===== src/rtl/ro_event_capture_pkg.sv =====
// -----------------------------------------------------------------------------
// ro_pkg
// Shared definitions for the readout event-capture block.
//   - default channel count, timestamp width and channel-index width
//   - bit offsets of the fields inside an event word
//   - slot classification type
//   - bin2gray and trailing-ones helper functions
// -----------------------------------------------------------------------------
package ro_pkg;

    localparam int unsigned N_CH_DEFAULT = 8;
    localparam int unsigned TS_W_DEFAULT = 17;
    localparam int unsigned CH_W_DEFAULT = 3;

    // Event word layout: {ts, ch, pol, eve}, eve at bit 0.
    localparam int unsigned EV_EVE    = 0;
    localparam int unsigned EV_POL    = 1;
    localparam int unsigned EV_CH_LSB = 2;
    localparam int unsigned EV_TS_LSB = CH_W_DEFAULT + 2;

    // A clock slot either belongs to one channel or is the idle slot that
    // occurs when all low counter bits are ones.
    typedef enum logic {
        SLOT_CHANNEL = 1'b0,
        SLOT_IDLE    = 1'b1
    } slot_kind_e;

    function automatic logic [31:0] bin2gray(input logic [31:0] b);
        return b ^ (b >> 1);
    endfunction

    // Number of consecutive ones starting at bit 0, looking at the lowest
    // n bits only; result ranges 0..n.
    function automatic int unsigned trailing_ones(input logic [31:0] v,
                                                  input int unsigned n);
        int unsigned count;
        logic        run;
        count = 0;
        run   = 1'b1;
        for (int unsigned i = 0; i < 32; i++) begin
            if (run && (i < n) && v[i]) begin
                count = count + 1;
            end else begin
                run = 1'b0;
            end
        end
        return count;
    endfunction

endpackage


===== src/rtl/ro_event_capture_fifo.sv =====
// -----------------------------------------------------------------------------
// ro_event_fifo
// First-word fall-through synchronous FIFO with asynchronous active-low reset.
// A push while full is still accepted when a pop happens on the same edge.
//
// Ports:
//   clk        clock
//   rstb       asynchronous active-low reset, empties the FIFO
//   push       write request
//   push_data  write word
//   pop        consumer ready; ignored while empty
//   valid      head word present
//   data       head word (zero while empty)
//   full       FIFO holds DEPTH words
//   level      current occupancy
// -----------------------------------------------------------------------------
module ro_event_fifo #(
    parameter  int unsigned W     = 22,
    parameter  int unsigned DEPTH = 8,
    localparam int unsigned AW    = $clog2(DEPTH)
) (
    input  logic          clk,
    input  logic          rstb,
    input  logic          push,
    input  logic [W-1:0]  push_data,
    input  logic          pop,
    output logic          valid,
    output logic [W-1:0]  data,
    output logic          full,
    output logic [AW:0]   level
);

    logic [W-1:0]  mem [DEPTH];
    logic [AW-1:0] rd_ptr;
    logic [AW-1:0] wr_ptr;
    logic          empty;
    logic          do_pop;
    logic          do_push;

    always_comb begin
        empty   = (level == '0);
        full    = (level == (AW+1)'(DEPTH));
        do_pop  = pop & ~empty;
        // Freeing a slot on this edge lets a push into a full FIFO through.
        do_push = push & (~full | do_pop);
        valid   = ~empty;
        data    = empty ? '0 : mem[rd_ptr];
    end

    always_ff @(posedge clk or negedge rstb) begin
        if (!rstb) begin
            rd_ptr <= '0;
            wr_ptr <= '0;
            level  <= '0;
        end else begin
            if (do_pop) begin
                rd_ptr <= rd_ptr + AW'(1);
            end
            if (do_push) begin
                wr_ptr <= wr_ptr + AW'(1);
            end
            case ({do_push, do_pop})
                2'b10:   level <= level + (AW+1)'(1);
                2'b01:   level <= level - (AW+1)'(1);
                default: level <= level;
            endcase
        end
    end

    // Storage needs no reset: a word is only observable after being written.
    always_ff @(posedge clk) begin
        if (do_push) begin
            mem[wr_ptr] <= push_data;
        end
    end

endmodule


===== src/rtl/ro_event_capture.sv =====
// -----------------------------------------------------------------------------
// ro_event_capture
// Samples the shared serial outputs of the 8-channel readout array, decodes
// the owning channel of each clock slot from the gray-counter step sequence,
// tags active samples with channel and timestamp and buffers them in a FIFO.
//
// Ports:
//   clk          global readout clock (same as the gray counter)
//   rstb         asynchronous active-low reset
//   en           count/sample enable (tied to the gray counter enable)
//   gray         gray counter value, checked against the local slot counter
//   mux_pol      serial polarity bit
//   mux_pol_eve  serial even-polarity bit
//   ev_valid     FIFO head valid
//   ev_ready     consumer accepts the head
//   ev_data      {ts, ch, pol, eve}
//   fifo_level   current FIFO occupancy
//   ovf          sticky overflow flag
//   drop_cnt     saturating count of dropped events
//   sync_err     sticky gray mismatch flag
//   err_clr      synchronous clear of ovf, drop_cnt and sync_err
// -----------------------------------------------------------------------------
module ro_event_capture
    import ro_pkg::*;
#(
    parameter int unsigned N_CH       = N_CH_DEFAULT,
    parameter int unsigned TS_W       = TS_W_DEFAULT,
    parameter int unsigned FIFO_DEPTH = 8,
    parameter int unsigned CH_W       = CH_W_DEFAULT,
    parameter int unsigned EV_W       = TS_W + CH_W + 2
) (
    input  logic                        clk,
    input  logic                        rstb,
    input  logic                        en,
    input  logic [TS_W-1:0]             gray,
    input  logic                        mux_pol,
    input  logic                        mux_pol_eve,
    output logic                        ev_valid,
    input  logic                        ev_ready,
    output logic [EV_W-1:0]             ev_data,
    output logic [$clog2(FIFO_DEPTH):0] fifo_level,
    output logic                        ovf,
    output logic [7:0]                  drop_cnt,
    output logic                        sync_err,
    input  logic                        err_clr
);

    localparam int unsigned TS_LSB = EV_CH_LSB + CH_W;

    logic [TS_W-1:0] cnt;
    int unsigned     t;
    slot_kind_e      slot;
    logic [CH_W-1:0] ch;
    logic            push;
    logic [EV_W-1:0] push_data;
    logic            full;
    logic            drop;
    logic [TS_W-1:0] gray_exp;
    logic            mismatch;

    // Slot decode: the gray bit flipping at this step is the number of
    // trailing ones of the low counter bits; all-ones is the idle slot.
    always_comb begin
        t        = trailing_ones(32'(cnt[N_CH-1:0]), N_CH);
        slot     = (t < N_CH) ? SLOT_CHANNEL : SLOT_IDLE;
        ch       = t[CH_W-1:0];
        push     = en & (slot == SLOT_CHANNEL) & (mux_pol | mux_pol_eve);

        push_data                      = '0;
        push_data[TS_LSB +: TS_W]      = cnt;
        push_data[EV_CH_LSB +: CH_W]   = ch;
        push_data[EV_POL]              = mux_pol;
        push_data[EV_EVE]              = mux_pol_eve;

        // Full implies a valid head, so a ready consumer always frees a slot.
        drop     = push & full & ~ev_ready;

        gray_exp = TS_W'(bin2gray(32'(cnt)));
        mismatch = en & (gray != gray_exp);
    end

    always_ff @(posedge clk or negedge rstb) begin
        if (!rstb) begin
            cnt <= '0;
        end else if (en) begin
            cnt <= cnt + TS_W'(1);
        end
    end

    // Error flags: a new error on the clearing edge takes precedence.
    always_ff @(posedge clk or negedge rstb) begin
        if (!rstb) begin
            ovf      <= 1'b0;
            drop_cnt <= '0;
            sync_err <= 1'b0;
        end else begin
            ovf      <= drop | (ovf & ~err_clr);
            sync_err <= mismatch | (sync_err & ~err_clr);
            if (err_clr) begin
                drop_cnt <= 8'(drop);
            end else if (drop && (drop_cnt != '1)) begin
                drop_cnt <= drop_cnt + 8'd1;
            end
        end
    end

    ro_event_fifo #(
        .W     (EV_W),
        .DEPTH (FIFO_DEPTH)
    ) u_fifo (
        .clk       (clk),
        .rstb      (rstb),
        .push      (push),
        .push_data (push_data),
        .pop       (ev_ready),
        .valid     (ev_valid),
        .data      (ev_data),
        .full      (full),
        .level     (fifo_level)
    );

endmodule


===== config.mk =====
export PLATFORM = sky130hd
export DESIGN_NAME = ro_event_capture
export DESIGN_NICKNAME = d
export VERILOG_FILES = /design/src/rtl/ro_event_capture_pkg.sv /design/src/rtl/ro_event_capture_fifo.sv /design/src/rtl/ro_event_capture.sv
export SDC_FILE = /design/constraint.sdc
export NUM_CORES = 1
export LEC_CHECK = 0
export ABC_AREA = 1
export BUFFER_PORTS_ARGS = -buffer_cell sky130_fd_sc_hd__buf_4
export CORE_ASPECT_RATIO = 1.4
export CORE_MARGIN = 2
export CORE_UTILIZATION = 50
export CTS_CLUSTER_DIAMETER = 50
export DETAILED_ROUTE_END_ITERATION = 7
export PLACE_DENSITY = 0.68
export SYNTH_ARGS = -nofsm -noshare
export SYNTH_HDL_FRONTEND = slang
export SYNTH_SLANG_ARGS = --single-unit
export TNS_END_PERCENT = 100

===== constraint.sdc =====
create_clock -name clk -period 6.2 [get_ports clk]
set_clock_uncertainty 0.15 [all_clocks]
set_input_delay 0.93 -clock clk [delete_from_list [all_inputs] [get_ports clk]]
set_output_delay 0.93 -clock clk [all_outputs]
set_load 0.02 [all_outputs]

==> reports/qor.yml, run 1 <==
route:
  routed_wl_um: 21100
  wl_per_cell_um: 17.8
  detail_route.vias_per_cell: 5.43
  dr.first_iter.drc_count: 422
  ant_nets: 0
  vias: 6422
  drc: 0
  drt-pass1-iter-count: 5
global_routing:
  antenna_found_initial: 0
  busiest_layer: "met2"
  grt_max_degree: 91
  grt_pass1_wl_um: 33900
  met3_usage: 0.0227
  grt_pass1_vias: 6456
  globalRouteMet2Util: 0.389
  gr-total-overflow: 0
  use_met1: 0.266
  grt_util_all_layers: 0.213
power_and_ir_drop:
  leakage_nw: 4.22
  pwr-share-seq: 0.386
  ir_worst_vdd_uv: 264
  power_density_mw_per_mm2: 470
  internal-power_mw: 3.19
  p_sw_frac: 0.382
  p_clk_frac: 0.224
  p_switching_mw: 1.97
  power.share.combinational: 0.390
outcome:
  outcome: "finished, final reports clean"
sta:
  hold_viol_final: 0
  slew_violations: 0
  tightest_slew_ns: 0.990
  max_slew_margin: 0.333
  max_freq_ghz: 0.181
  fin_setup_tns_ns: 0
  setup_viol: 0
  min_period_ns: 5.53
  finalHoldWorstSlack_ns: 0.254
  worst_slack_ns: 0.671
  rsz0062_at_grt: "false"
  finalCritPeriodShare: 0.892
worst_setup_path:
  crit_path_max_fanout: 13
  criticalPathCategory: "reg2reg"
  crit_path_top_delay_cell: "dfrtp_2"
  critPathRequiredTime_ns: 6.43
  endpoint_kind: "flop"
  cpPeakStageDelay_ns: 0.48
  crit_top_cell: "nand2_1"
  startpoint_type: "flop"
  cp_num_buf_inv: 9
  cp.arrival_ns: 5.76
  cpLargestDelayFamily: "simple AND/OR/NAND/NOR gates"
logic_synthesis:
  ys_ff_latch: 213
  seq_area_frac_synth: 0.647
  synthTopCellsByArea: "edfxtp_1 55%, dfrtp_1 9.6%, o21ai_0 6.4%"
  synth_ff_type: "edfxtp_1"
  async_flop_share: 0.174
  synth_top_area_cell: "edfxtp_1"
  yosysTopAreaCellShare: 0.550
  synth.avg_cell_area_um2: 11.2
  synth_fp_nets: 911
  synth_cell_types: 37
  yosysWarnings: 0
  synth_cells: 859
  synth_edf_count: 176
  syn_area_mm2: 0.00960
final_layout:
  nets: 974
  finalNonFillerCells: 1183
  drive_gt1_frac: 0.149
  final_util: 0.578
  n_antenna_cell: 0
  fillCellCount: 1585
  area_delta_synth_final_pct: 14.3
place:
  dp_hpwl_um: 13400
  placement.io_buffers: 60
  dpl.cell_count: 1148
  gp_congestion: 0.811
  dp_slack_ns: 0.496
cts:
  post_cts_buffers: 0
  cts_sinks: 213
  cts_tree: "done"
  clockBufferDepth: 3
  htreeDepth: 1
  cts-hold-fix-buffers: 0
  numCtsBuffers: 20
  clk_pin_slew_worst_paths_ns: 0.06
  clock_latency_ns: 0.49
  cts_root_buf: "clkbuf_16"
floorplanning:
  die_h_um: 168
  die_area_mm2: 0.0203
  io_pins: 61
  fp.coreArea_mm2: 0.0190
  die_w_um: 121
  row_count: 60
  initial_core_util: 0.506
job:
  maxCapViolations: 0
worst_hold_path:
  hp-class: "in2async"
[final timing paths]
kind | startpoint | endpoint | slack, ns | cells past startpoint
max in group asynchronous | rstb | cnt[0] | 5.25 | 1
worst max register to register | cnt[1] | u_fifo.level[3] | 0.67 | 39
worst max-delay path | cnt[1] | u_fifo.level[3] | 0.67 | 39
min in group clk | u_fifo.level[0] | u_fifo.level[0] | 0.38 | 1
worst min register to register | u_fifo.level[0] | u_fifo.level[0] | 0.38 | 1
worst min-delay path | rstb | u_fifo.level[2] | 0.25 | 1
[registers in the layout (all words and copies together), names as in the netlist]
register       cells
cnt               17
u_fifo.mem       176
u_fifo.rd_ptr      3
sync_err           1
u_fifo.level       4
ovf                1
drop_cnt           8
u_fifo.wr_ptr      3
[cells in the mapped netlist (2+ instances only)]
cell / n
nand3_1: 27
nor3_1: 3
clkbuf_1: 35
inv_1: 49
dfrtp_1: 37
o21ai_0: 123
xor2_1: 28
nand2_1: 84
nand3_2: 2
nand2_2: 5
nor4_1: 3
nor2_1: 151
edfxtp_1: 176
nand4_1: 12
xnor2_1: 18
inv_2: 3
clkinv_1: 4
o21ai_1: 2
nor2_4: 2
o22ai_1: 22
ha_1: 27
nor2_2: 8
a31oi_1: 24
[cells in the final DEF (no fill, tap or decap), drive strengths merged, types with 2 or more instances in the layout]
cell type  synthesis  routed
nor2             162     162
clkinv             4      14
or2                2       2
nand3             30      30
xor2              28      28
edfxtp           176     176
xnor2             18      18
nor4               3       3
o21ai            125     125
inv               52      52
nand2             90      90
clkbuf            35      24
dfrtp             37      37
nand4             12      12
buf                2      78
ha                27      27
a31oi             24      24
nor3               3       3
o22ai             22      22
[per-stage QoR]
step | total power, mW | area (µm²)
floorplan | 3.32 | 9600
global route | 5.48 | 11000
finish | 5.16 | 11000
global placement | 4.01 | 10400
CTS | 5.20 | 11000
detailed placement | 4.04 | 10400
[power groups by stage]
stage               clock, mW  sequential, mW  combinational, mW
CTS                      1.17            1.99               2.03
global route             1.22            2.02               2.24
floorplan                   0            1.98               1.33
finish                   1.16            1.99               2.01
global placement            0            2.01               2.00
detailed placement          0            2.02               2.03
[worst reg2reg max path: cells and delay by family (launching register included)]
kind | cells | cell delay (ns)
DFF | 1 | 0.48
AOI/OAI and AO/OA | 2 | 0.29
adders and majority gates | 7 | 1.94
and+or+nand+nor | 21 | 1.97
buffers and inverters | 9 | 0.59
[per-layer routing]
layer	up-vias	part of all wire
li1	3129	-
met4	0	0.025
met3	34	0.042
met2	168	0.53
met1	3091	0.40
met5	-	0
[area by class of cell]
cell class	count	area [µm²]	area share
Tap cell	248	310	0.0283
Inverter	56	210	0.0191
Clock buffer	24	537	0.0489
Multi-Input combinational cell	553	3050	0.278
Clock inverter	11	76.3	0.00695
Timing Repair Buffer	78	586	0.0533
Sequential cell	213	6210	0.566
[repair_timing]
action / 4_1_cts / 5_1_grt
endpoints found under the setup margin: 0 / 1
endpoints found under the hold margin: 0 / 0
gates resized for setup: 0 / 3
[logic make-up (layout without fill, tap and decap cells)]
logic type                 Yosys count  after routing  synth area share
and+or+nand+nor                    305            305             0.139
adders and majority gates           28             28            0.0373
buffers and inverters               93            169            0.0373
xor gates and xnor gates            46             46            0.0419
AOI/OAI and AO/OA                  173            173            0.0968
DFF                                213            213             0.647
muxes                                1              1           0.00117
Note: power is estimated with default switching activity, not from simulation.
==> run 2, diff against run 1 <==
SYNTH_HIERARCHICAL = 1   (was not set)
==> reports/qor.yml, run 2 <==
outcome:
  outcome: "finished, final reports clean"
cts:
  numCtsBuffers: 21
  cts-hold-fix-buffers: 0
  clock_latency_ns: 0.48
  clockBufferDepth: 3
  htreeDepth: 1
  cts_root_buf: "clkbuf_16"
  cts_sinks: 213
  clk_pin_slew_worst_paths_ns: 0.06
  cts_tree: "done"
worst_setup_path:
  cp.arrival_ns: 5.60
  endpoint_kind: "flop"
  reg2reg_from: "cnt[0]"
  startpoint_type: "flop"
  criticalPathCategory: "reg2reg"
  rrSetupSlack_ns: 0.60
  crit_path_top_delay_cell: "dfrtp_2"
  cpPeakStageDelay_ns: 0.49
  endpoint: "u_fifo/mem[0][2]"
  critPathRequiredTime_ns: 6.19
  reg2reg_to: "u_fifo/mem[0][2]"
  reg2regPathDepth: 33
  crit_path_start: "cnt[0]"
  crit_path_max_fanout: 22
global_routing:
  gr-total-overflow: 0
  grt_max_degree: 90
  grt_pass1_vias: 6618
  antenna_found_initial: 0
  grt_pass1_wl_um: 33700
  grt_util_all_layers: 0.206
worst_hold_path:
  hp-class: "in2async"
final_layout:
  n_antenna_cell: 0
  nets: 1032
  final_cell_mix: "196 x nor2_1, 176 x edfxtp_1, 112 x o21ai_0, 74 x nand2_1, 71 x buf_4"
  finalNonFillerCells: 1245
  drive_gt1_frac: 0.154
  layout_commonest_cell: "nor2_1"
  area_delta_synth_final_pct: 13.6
  largest_registers: "u_fifo/mem: 176 flops, cnt: 17 flops, drop_cnt: 8 flops"
  top_register: "u_fifo/mem"
  largest_reg_flops: 176
floorplanning:
  row_count: 61
  die_w_um: 123
  initial_core_util: 0.506
  die_h_um: 171
  io_pins: 61
  fp.coreArea_mm2: 0.0197
  die_area_mm2: 0.0211
logic_synthesis:
  synth_top_area_cell: "edfxtp_1"
  synth_cells: 922
  synth_edf_count: 176
  yosysWarnings: 6
  synthTopCellsByArea: "edfxtp_1 53%, dfrtp_1 9.3%, nor2_1 7.5%"
  yosysTopAreaCellShare: 0.530
  synth_ff_type: "edfxtp_1"
  async_flop_share: 0.174
  ys_top_cells_by_count: "200 x nor2_1, 176 x edfxtp_1, 112 x o21ai_0"
  synth.most_common_cell: "nor2_1"
  synth_cell_types: 39
  ys_ff_latch: 213
  synth.avg_cell_area_um2: 10.8
  syn_area_mm2: 0.00997
  synth_fp_nets: 974
  seq_area_frac_synth: 0.623
sta:
  finalHoldWorstSlack_ns: 0.264
  rsz0062_at_grt: "false"
  slew_violations: 0
  max_freq_ghz: 0.179
  min_period_ns: 5.60
  finalCritPeriodShare: 0.903
  max_slew_margin: 0.378
  hold_viol_final: 0
  fin_setup_tns_ns: 0
  tightest_slew_ns: 0.933
  setup_viol: 0
power_and_ir_drop:
  power_density_mw_per_mm2: 483
  leakage_nw: 4.56
  ir_worst_vdd_uv: 258
route:
  dr.first_iter.drc_count: 448
  ant_nets: 0
  vias: 6642
  drt-pass1-iter-count: 5
  detail_route.vias_per_cell: 5.33
  routed_wl_um: 21100
  drc: 0
  wl_per_cell_um: 17.0
place:
  dp_hpwl_um: 13500
  placement.io_buffers: 60
  gp_congestion: 0.875
  dpl.cell_count: 1209
job:
  maxCapViolations: 0
[run 2: kinds of logic (layout without fill, tap and decap cells)]
family | after synthesis | after routing | share of synthesized area
simple gates | 372 | 372 | 0.173
flops | 213 | 213 | 0.623
compound gates | 167 | 167 | 0.0848
buf+inv | 101 | 172 | 0.0473
xor+xnor | 41 | 41 | 0.0360
fa+ha+maj | 28 | 28 | 0.0359
[run 2: power by group]
group          internal [mW]  switching (mW)  total (mW)
Clock                  0.746           0.507        1.25
Sequential              1.86           0.260        2.12
Combinational          0.735            1.36        2.09
[run 2: worst min path at each step]
stage	to	slack, ns	cells past startpoint
2_1_floorplan	u_fifo/wr_ptr[0]	0.32	2
3_3_place_gp	ovf	0.34	2
3_5_place_dp	ovf	0.34	2
4_1_cts	cnt[5]	0.28	1
5_1_grt	cnt[7]	0.31	1
6_report	cnt[5]	0.26	1
[run 2: final cells by class]
cell class	count	area, µm²
Fill cell	1668	8370
Tap cell	252	315
Inverter	64	243
Multi-Input combinational cell	608	3320
Sequential cell	213	6220
Clock buffer	23	533
Timing Repair Buffer	72	553
Clock inverter	13	144
[run 2: critical path, delay by kind of cell, from the launching register on]
family / cells / cell delay, ns
AO/OA/AOI/OAI: 1 / 0.16
adder cells (fa/ha/maj): 6 / 1.67
buffers and inverters: 9 / 0.82
flip-flops: 1 / 0.49
AND/OR/NAND/NOR: 17 / 1.95
[run 2: through the flow]
step / utilization / cell area [µm²] / setup slack [ns] / total power, mW
floorplan: - / 9970 / 0.0257 / 3.58
global placement: 0.541 / 10600 / 0.695 / 4.22
detailed placement: 0.541 / 10600 / 0.531 / 4.27
CTS: 0.575 / 11300 / 0.485 / 5.53
global route: 0.575 / 11300 / 0.0702 / 5.86
finish: 0.575 / 11300 / 0.599 / 5.47
[run 2: timing repair]
item | 4_1_cts | 5_1_grt
hold endpoints to repair | 0 | 0
buffers inserted | 0 | 0
endpoints found under the setup margin | 0 | 31
gates resized for setup | 0 | 2
[run 2: metal layers]
layer,GRT usage,vias to the layer above,wire length (µm)
met3,0.0227,29,916
met4,0.0598,0,500
met2,0.380,151,11300
li1,-,3275,-
met5,0,-,0
met1,0.252,3187,8450
